===== src/rtl/mem_port_arbiter_pkg.sv =====
// Shared types for the unified memory port arbiter: memory_io request/response
// structs, idle constants, arbiter FSM states and requester identifiers.
package mem_port_arbiter_pkg;

  typedef struct packed {
    logic        valid;
    logic        we;
    logic [3:0]  be;
    logic [31:0] addr;
    logic [31:0] wdata;
  } memory_io_req32;

  typedef struct packed {
    logic        valid;
    logic [31:0] data;
  } memory_io_rsp32;

  localparam memory_io_req32 memory_io_no_req = '{valid: 1'b0, we: 1'b0, be: 4'h0,
                                                  addr: 32'h0, wdata: 32'h0};
  localparam memory_io_rsp32 memory_io_no_rsp = '{valid: 1'b0, data: 32'h0};

  typedef enum logic [1:0] {IDLE, ISSUE, WAIT, RESPOND} arb_state_t;

  typedef enum logic {REQ_INST, REQ_DATA} req_id_t;

  localparam logic [31:0] DEFAULT_TIMEOUT_DATA = 32'hDEAD_BEEF;

endpackage


===== src/rtl/mem_port_arbiter_req_capture_slot.sv =====
// One-entry request holding register: latches a request when empty, empties on
// grant, and flags requests that arrive while full or while the port is busy.
module req_capture_slot
  import mem_port_arbiter_pkg::*;
(
  input  logic           clk,
  input  logic           reset,
  input  memory_io_req32 req_in,
  input  logic           blocked,
  input  logic           take,
  output logic           full,
  output memory_io_req32 req_q,
  output logic           drop
);

  logic capture;

  assign capture = req_in.valid && !full && !blocked;
  assign drop    = req_in.valid && (full || blocked);

  always_ff @(posedge clk or negedge reset) begin
    if (!reset) begin
      full  <= 1'b0;
      req_q <= memory_io_no_req;
    end else if (capture) begin
      full  <= 1'b1;
      req_q <= req_in;
    end else if (take) begin
      full  <= 1'b0;
    end
  end

endmodule


===== src/rtl/mem_port_arbiter.sv =====
// Round-robin arbiter sharing one 32-bit memory port between instruction fetch
// and data requesters, with one outstanding transaction and a response watchdog.
module mem_port_arbiter
  import mem_port_arbiter_pkg::*;
#(
  parameter int          TIMEOUT_CYCLES = 64,
  parameter logic [31:0] TIMEOUT_DATA   = DEFAULT_TIMEOUT_DATA
) (
  input  logic           clk,
  input  logic           reset,
  input  memory_io_req32 inst_req_in,
  output memory_io_rsp32 inst_rsp_out,
  input  memory_io_req32 data_req_in,
  output memory_io_rsp32 data_rsp_out,
  output memory_io_req32 mem_req,
  input  memory_io_rsp32 mem_rsp,
  output logic           inst_busy,
  output logic           data_busy,
  output logic           timeout_err,
  output logic           protocol_err
);

  localparam int CNT_W = $clog2(TIMEOUT_CYCLES + 1);

  arb_state_t     state, state_next;
  req_id_t        grant_id, grant_next, last_grant;
  logic           do_grant, rsp_hit, wd_expire;
  logic [CNT_W-1:0] wd_cnt;
  logic [31:0]    rsp_data;
  memory_io_req32 granted_req;

  logic           inst_full, data_full, inst_drop, data_drop;
  logic           inst_take, data_take, inst_blocked, data_blocked;
  logic           inst_outstanding, data_outstanding;
  memory_io_req32 inst_slot_q, data_slot_q;

  // A port is outstanding from grant until the end of its RESPOND cycle, but a
  // fresh capture is allowed to overlap RESPOND.
  assign inst_outstanding = (state != IDLE) && (grant_id == REQ_INST);
  assign data_outstanding = (state != IDLE) && (grant_id == REQ_DATA);
  assign inst_blocked     = (state == ISSUE || state == WAIT) && (grant_id == REQ_INST);
  assign data_blocked     = (state == ISSUE || state == WAIT) && (grant_id == REQ_DATA);
  assign inst_busy        = inst_full || inst_outstanding;
  assign data_busy        = data_full || data_outstanding;

  req_capture_slot u_inst_slot (
    .clk     (clk),
    .reset   (reset),
    .req_in  (inst_req_in),
    .blocked (inst_blocked),
    .take    (inst_take),
    .full    (inst_full),
    .req_q   (inst_slot_q),
    .drop    (inst_drop)
  );

  req_capture_slot u_data_slot (
    .clk     (clk),
    .reset   (reset),
    .req_in  (data_req_in),
    .blocked (data_blocked),
    .take    (data_take),
    .full    (data_full),
    .req_q   (data_slot_q),
    .drop    (data_drop)
  );

  always_comb begin
    state_next  = state;
    grant_next  = grant_id;
    do_grant    = 1'b0;
    rsp_hit     = 1'b0;
    wd_expire   = 1'b0;
    inst_take   = 1'b0;
    data_take   = 1'b0;
    granted_req = memory_io_no_req;
    case (state)
      IDLE: begin
        if (inst_full && data_full) begin
          do_grant   = 1'b1;
          grant_next = (last_grant == REQ_INST) ? REQ_DATA : REQ_INST;
        end else if (inst_full) begin
          do_grant   = 1'b1;
          grant_next = REQ_INST;
        end else if (data_full) begin
          do_grant   = 1'b1;
          grant_next = REQ_DATA;
        end
        if (do_grant) begin
          state_next  = ISSUE;
          inst_take   = (grant_next == REQ_INST);
          data_take   = (grant_next == REQ_DATA);
          granted_req = (grant_next == REQ_INST) ? inst_slot_q : data_slot_q;
          granted_req.valid = 1'b1;
        end
      end
      ISSUE: state_next = WAIT;
      WAIT: begin
        if (mem_rsp.valid) begin
          rsp_hit    = 1'b1;
          state_next = RESPOND;
        end else if ((wd_cnt + CNT_W'(1)) == CNT_W'(TIMEOUT_CYCLES)) begin
          wd_expire  = 1'b1;
          state_next = RESPOND;
        end
      end
      RESPOND: state_next = IDLE;
      default: state_next = IDLE;
    endcase
  end

  always_comb begin
    inst_rsp_out = memory_io_no_rsp;
    data_rsp_out = memory_io_no_rsp;
    if (state == RESPOND) begin
      if (grant_id == REQ_INST) inst_rsp_out = '{valid: 1'b1, data: rsp_data};
      else                      data_rsp_out = '{valid: 1'b1, data: rsp_data};
    end
  end

  // Registered request path; the counter saturates because WAIT is left the
  // moment it reaches the limit.
  always_ff @(posedge clk or negedge reset) begin
    if (!reset) begin
      state        <= IDLE;
      grant_id     <= REQ_INST;
      last_grant   <= REQ_INST;
      wd_cnt       <= '0;
      rsp_data     <= 32'h0;
      mem_req      <= memory_io_no_req;
      timeout_err  <= 1'b0;
      protocol_err <= 1'b0;
    end else begin
      state   <= state_next;
      mem_req <= do_grant ? granted_req : memory_io_no_req;
      if (do_grant) begin
        grant_id   <= grant_next;
        last_grant <= grant_next;
      end
      if (state == ISSUE)     wd_cnt <= '0;
      else if (state == WAIT) wd_cnt <= wd_cnt + CNT_W'(1);
      if (rsp_hit) rsp_data <= mem_rsp.data;
      if (wd_expire) begin
        rsp_data    <= TIMEOUT_DATA;
        timeout_err <= 1'b1;
      end
      if (inst_drop || data_drop || (mem_rsp.valid && state != WAIT))
        protocol_err <= 1'b1;
    end
  end

endmodule


===== config.mk =====
export PLATFORM = sky130hd
export DESIGN_NAME = mem_port_arbiter
export DESIGN_NICKNAME = d
export VERILOG_FILES = /design/src/rtl/mem_port_arbiter_pkg.sv /design/src/rtl/mem_port_arbiter_req_capture_slot.sv /design/src/rtl/mem_port_arbiter.sv
export SDC_FILE = /design/constraint.sdc
export NUM_CORES = 1
export LEC_CHECK = 0
export CAP_MARGIN = 20
export CORE_ASPECT_RATIO = 2
export CORE_MARGIN = 2
export CORE_UTILIZATION = 35
export CTS_CLUSTER_SIZE = 28
export DETAILED_ROUTE_END_ITERATION = 16
export SETUP_SLACK_MARGIN = 0.15
export SLEW_MARGIN = 20
export SYNTH_ARGS = -nofsm -noshare
export SYNTH_HDL_FRONTEND = slang
export SYNTH_SLANG_ARGS = --single-unit

===== constraint.sdc =====
create_clock -name clk -period 4.2 [get_ports clk]
set_input_delay 0.63 -clock clk [delete_from_list [all_inputs] [get_ports clk]]
set_output_delay 0.63 -clock clk [all_outputs]
set_load 0.005 [all_outputs]

==> parameters.txt <==
Parameter                              Value

Status
  Result of the run    finished, final reports clean

Clock tree
  Buffer depth of the longest clock path    3
  Hold Buf Count CTS    0
  Sinks on the clock net    254
  CTS root buf    sky130_fd_sc_hd__clkbuf_16
  Post-CTS Repair Setup Buffers    0
  Post-CTS sizing    0
  Clock latency of the later-clocked register in the worst-skew pair    530 ps
  CTS H-tree depth    1
  TritonCTS clock tree    done
  Clock input transition at the sequential cells of the worst setup and hold paths    70 ps
  TritonCTS Buffers    24

Power
  Pleak    6.46 nW
  Cell internal pwr    0.00715 W
  Areal power density over the cells    721 nW/um2
  Peak supply drop    0.394 mV
  Switching portion of total power    32.5%
  Fraction of power consumed by sequential logic    39.6%
  Switching pwr    0.00344 W
  Logic pwr share    38.3%
  Portion of total power attributed to the clock network    22.1%

Final layout
  Number of nets in the layout    1302
  Filler cell count    2610
  Area Overhead vs Synth    42.7%
  Layout cell share with drive strength beyond 1    18.0%

Critical path
  Type of element capturing the critical path    output port
  Type of the setup path with the least slack    flop to output port
  Worst path arrival time    2540 ps
  Required time at the endpoint of the critical path    3570 ps
  Critical path fanouts, max    34
  Crit path launch type    flop

Logic synthesis
  Xor and xnor fraction of the mapped netlist area    0.0851%
  Post-synthesis mux area share    15.2%
  Proportion of synthesized chip area in sequential cells    61.7%
  Count of flip-flops with a built-in enable after synthesis    0
  Avg Inst Size Synth    12.4 um2
  Synth area leaders    sky130_fd_sc_hd__dfrtp_1 (62%), sky130_fd_sc_hd__mux2_2 (15%), sky130_fd_sc_hd__a22oi_1 (5.0%), sky130_fd_sc_hd__nor2_1 (2.7%), sky130_fd_sc_hd__and3_1 (2.6%)
  Flops & latches, synth    254
  Most frequently used flop master after synthesis    sky130_fd_sc_hd__dfrtp_1
  Yosys synthesis warning count    0
  Simple logic cell fraction of the synthesized area    11.7%
  Netlist area before placement    10300 um2
  Post-synth top area cell    sky130_fd_sc_hd__dfrtp_1
  Most common cell in the netlist    sky130_fd_sc_hd__dfrtp_1
  Adder-cell area share of the yosys netlist    0.729%
  Ranking of synthesized cells by instance count    sky130_fd_sc_hd__dfrtp_1 (254), sky130_fd_sc_hd__mux2_2 (138), sky130_fd_sc_hd__nor2_1 (74), sky130_fd_sc_hd__a22oi_1 (69), sky130_fd_sc_hd__nand2_1 (61)
  Post-synth ARST share    100%
  Dominant combinational cell family by area after synthesis    multiplexers
  Count of distinct cell types in the synthesized netlist    40
  Area share of the largest cell type after synthesis    61.7%
  Synthesized Nets    1010
  Compound-gate portion of the synthesized area    7.69%
  Cell count after synthesis    829

Timing
  Post-route minimum period    3170 ps
  Setup repair after global routing missed its margin    no
  Final period utilization    75.5%
  Rel. slew slack    33.2%
  Final setup vio count    0
  Hold slack    157 ps
  Number of slew-limit violations in the final report    0
  Final setup TNS    0 ps
  Post-route clock skew    10.6 ps
  Number of hold-slack violations in the final timing report    0
  Worst Tran Pin Value    1000 ps
  Maximum clock rate    315 MHz

Routing
  Wire length per cell after detailed routing    20.1 um
  Vias per std cell    4.99
  Final routed wirelength across all metal layers    30300 um
  Number of vias in the routed layout    7509
  Number of antenna-violating nets in the routed design    0
  Drt first pass iters    5
  DRC violations left    0
  Drt initial violations    312

Placed design
  Buffers on Ports    314
  Half-perimeter wire length of the detailed placement result    20800 um
  Weighted congestion reported at the end of routability-driven placement    0.768

Worst hold path
  Hold crit path type    primary input to async pin

Floorplan
  Core Area    29000 um2
  Starting density of the core    35.6%
  FP Rows    88
  Full die area    30900 um2
  DIE HEIGHT    247 um
  Die X-Extent    125 um
  Number of top-level pins    315

GRT
  Overall overflow remaining after global route    0
  First-pass GRT wire length    46600 um
  Initial antenna violation count    6
  Maximum number of pins on one net before global-route repair    123
  Total routing resource utilization after global routing    19.4%
  Vias in the first global route    8103

Flow run
  Maximum Capacitance Violations    0
power by group through the flow:
stage	sequential [W]	clock (W)	combinational [W]
4_1_cts	0.00420	0.00243	0.00413
3_5_place_dp	0.00424	0	0.00412
5_1_grt	0.00433	0.00251	0.00445
2_1_floorplan	0.00406	0	0.00245
6_report	0.00419	0.00234	0.00405
3_3_place_gp	0.00420	0	0.00406
through the flow:
stage | instance area, um2 | utilization, % | cells | setup slack, ps | total power (W)
floorplan | 10300 | - | 829 | 2170 | 0.00650
global placement | 13800 | 47.7 | 1455 | 1500 | 0.00826
detailed placement | 13800 | 47.7 | 1455 | 1460 | 0.00836
CTS | 14700 | 50.7 | 1499 | 977 | 0.0108
global route | 14700 | 50.7 | 1505 | 818 | 0.0113
finish | 14700 | 50.7 | 1505 | 1030 | 0.0106
cell families (layout without fill, tap and decap cells):
group	count (synthesis)	after routing
AOI/OAI and AO/OA	108	108
xor gates and xnor gates	1	1
adders and majority gates	6	6
buffers and inverters	71	381
DFF	254	254
muxes	139	139
other	0	6
and+or+nand+nor	250	250
placed cells by master, fill, tap and decap left out, drive strengths merged, types with 5 or more instances in the layout:
cell type,count
a31o,8
clkinv,5
nand3,27
a22oi,69
and2,37
o21ai,8
buf,15
mux2,138
clkbuf,36
a21oi,6
ha,6
dfrtp,254
inv,9
nand2,61
nor2,74
and3,43
clkdlybuf4s50,313
diode,6
metal layers:
layer	routed length [um]	global-route usage, %
met1	10700	20.4
met2	17100	37.2
met3	1420	3.30
met4	1180	9.18
met5	0	0
worst paths after layout:
| check | start | end | slack, ps | cells after the start |
|---|---|---|---|---|
| worst max-delay path | state[0]$_DFFE_PN0P_ | inst_rsp_out[6] | 1030 | 6 |
| worst min-delay path | reset | rsp_data[19]$_DFFE_PN0P_ | 160 | 1 |
| worst min register to register | timeout_err$_DFFE_PN0P_ | timeout_err$_DFFE_PN0P_ | 460 | 1 |
| worst max register to register | state[0]$_DFFE_PN0P_ | u_inst_slot.req_q[26]$_DFFE_PN0P_ | 1490 | 6 |
| max in group asynchronous | reset | u_inst_slot.req_q[38]$_DFFE_PN0P_ | 3100 | 2 |
| min in group clk | timeout_err$_DFFE_PN0P_ | timeout_err$_DFFE_PN0P_ | 460 | 1 |
critical path, stage by stage (launching register included):
cell and delay, ps:
sky130_fd_sc_hd__dfrtp_1 400, sky130_fd_sc_hd__ha_1 170, sky130_fd_sc_hd__buf_4 290, sky130_fd_sc_hd__nor2b_2 190, sky130_fd_sc_hd__buf_4 270, sky130_fd_sc_hd__and2_1 170, sky130_fd_sc_hd__clkdlybuf4s50_1 510
final cells by class:
cell class	instances	area, um2	share of cell area, %
antenna	6	15.0	0.102
clock buffer	36	737	5.02
clock inverter	8	123	0.835
inverter	9	33.8	0.230
multi-input combinational	504	3690	25.1
sequential	254	6360	43.3
tap	360	450	3.07
timing repair buffer	328	3290	22.4
registers in the layout (all words and copies together), names as in the netlist:
signal,cells
last_grant,1
mem_req,70
protocol_err,1
rsp_data,32
state,2
timeout_err,1
u_data_slot.full,1
u_data_slot.req_q,69
u_inst_slot.full,1
u_inst_slot.req_q,69
wd_cnt,7
No activity file was read; power rests on OpenSTA's default activity.
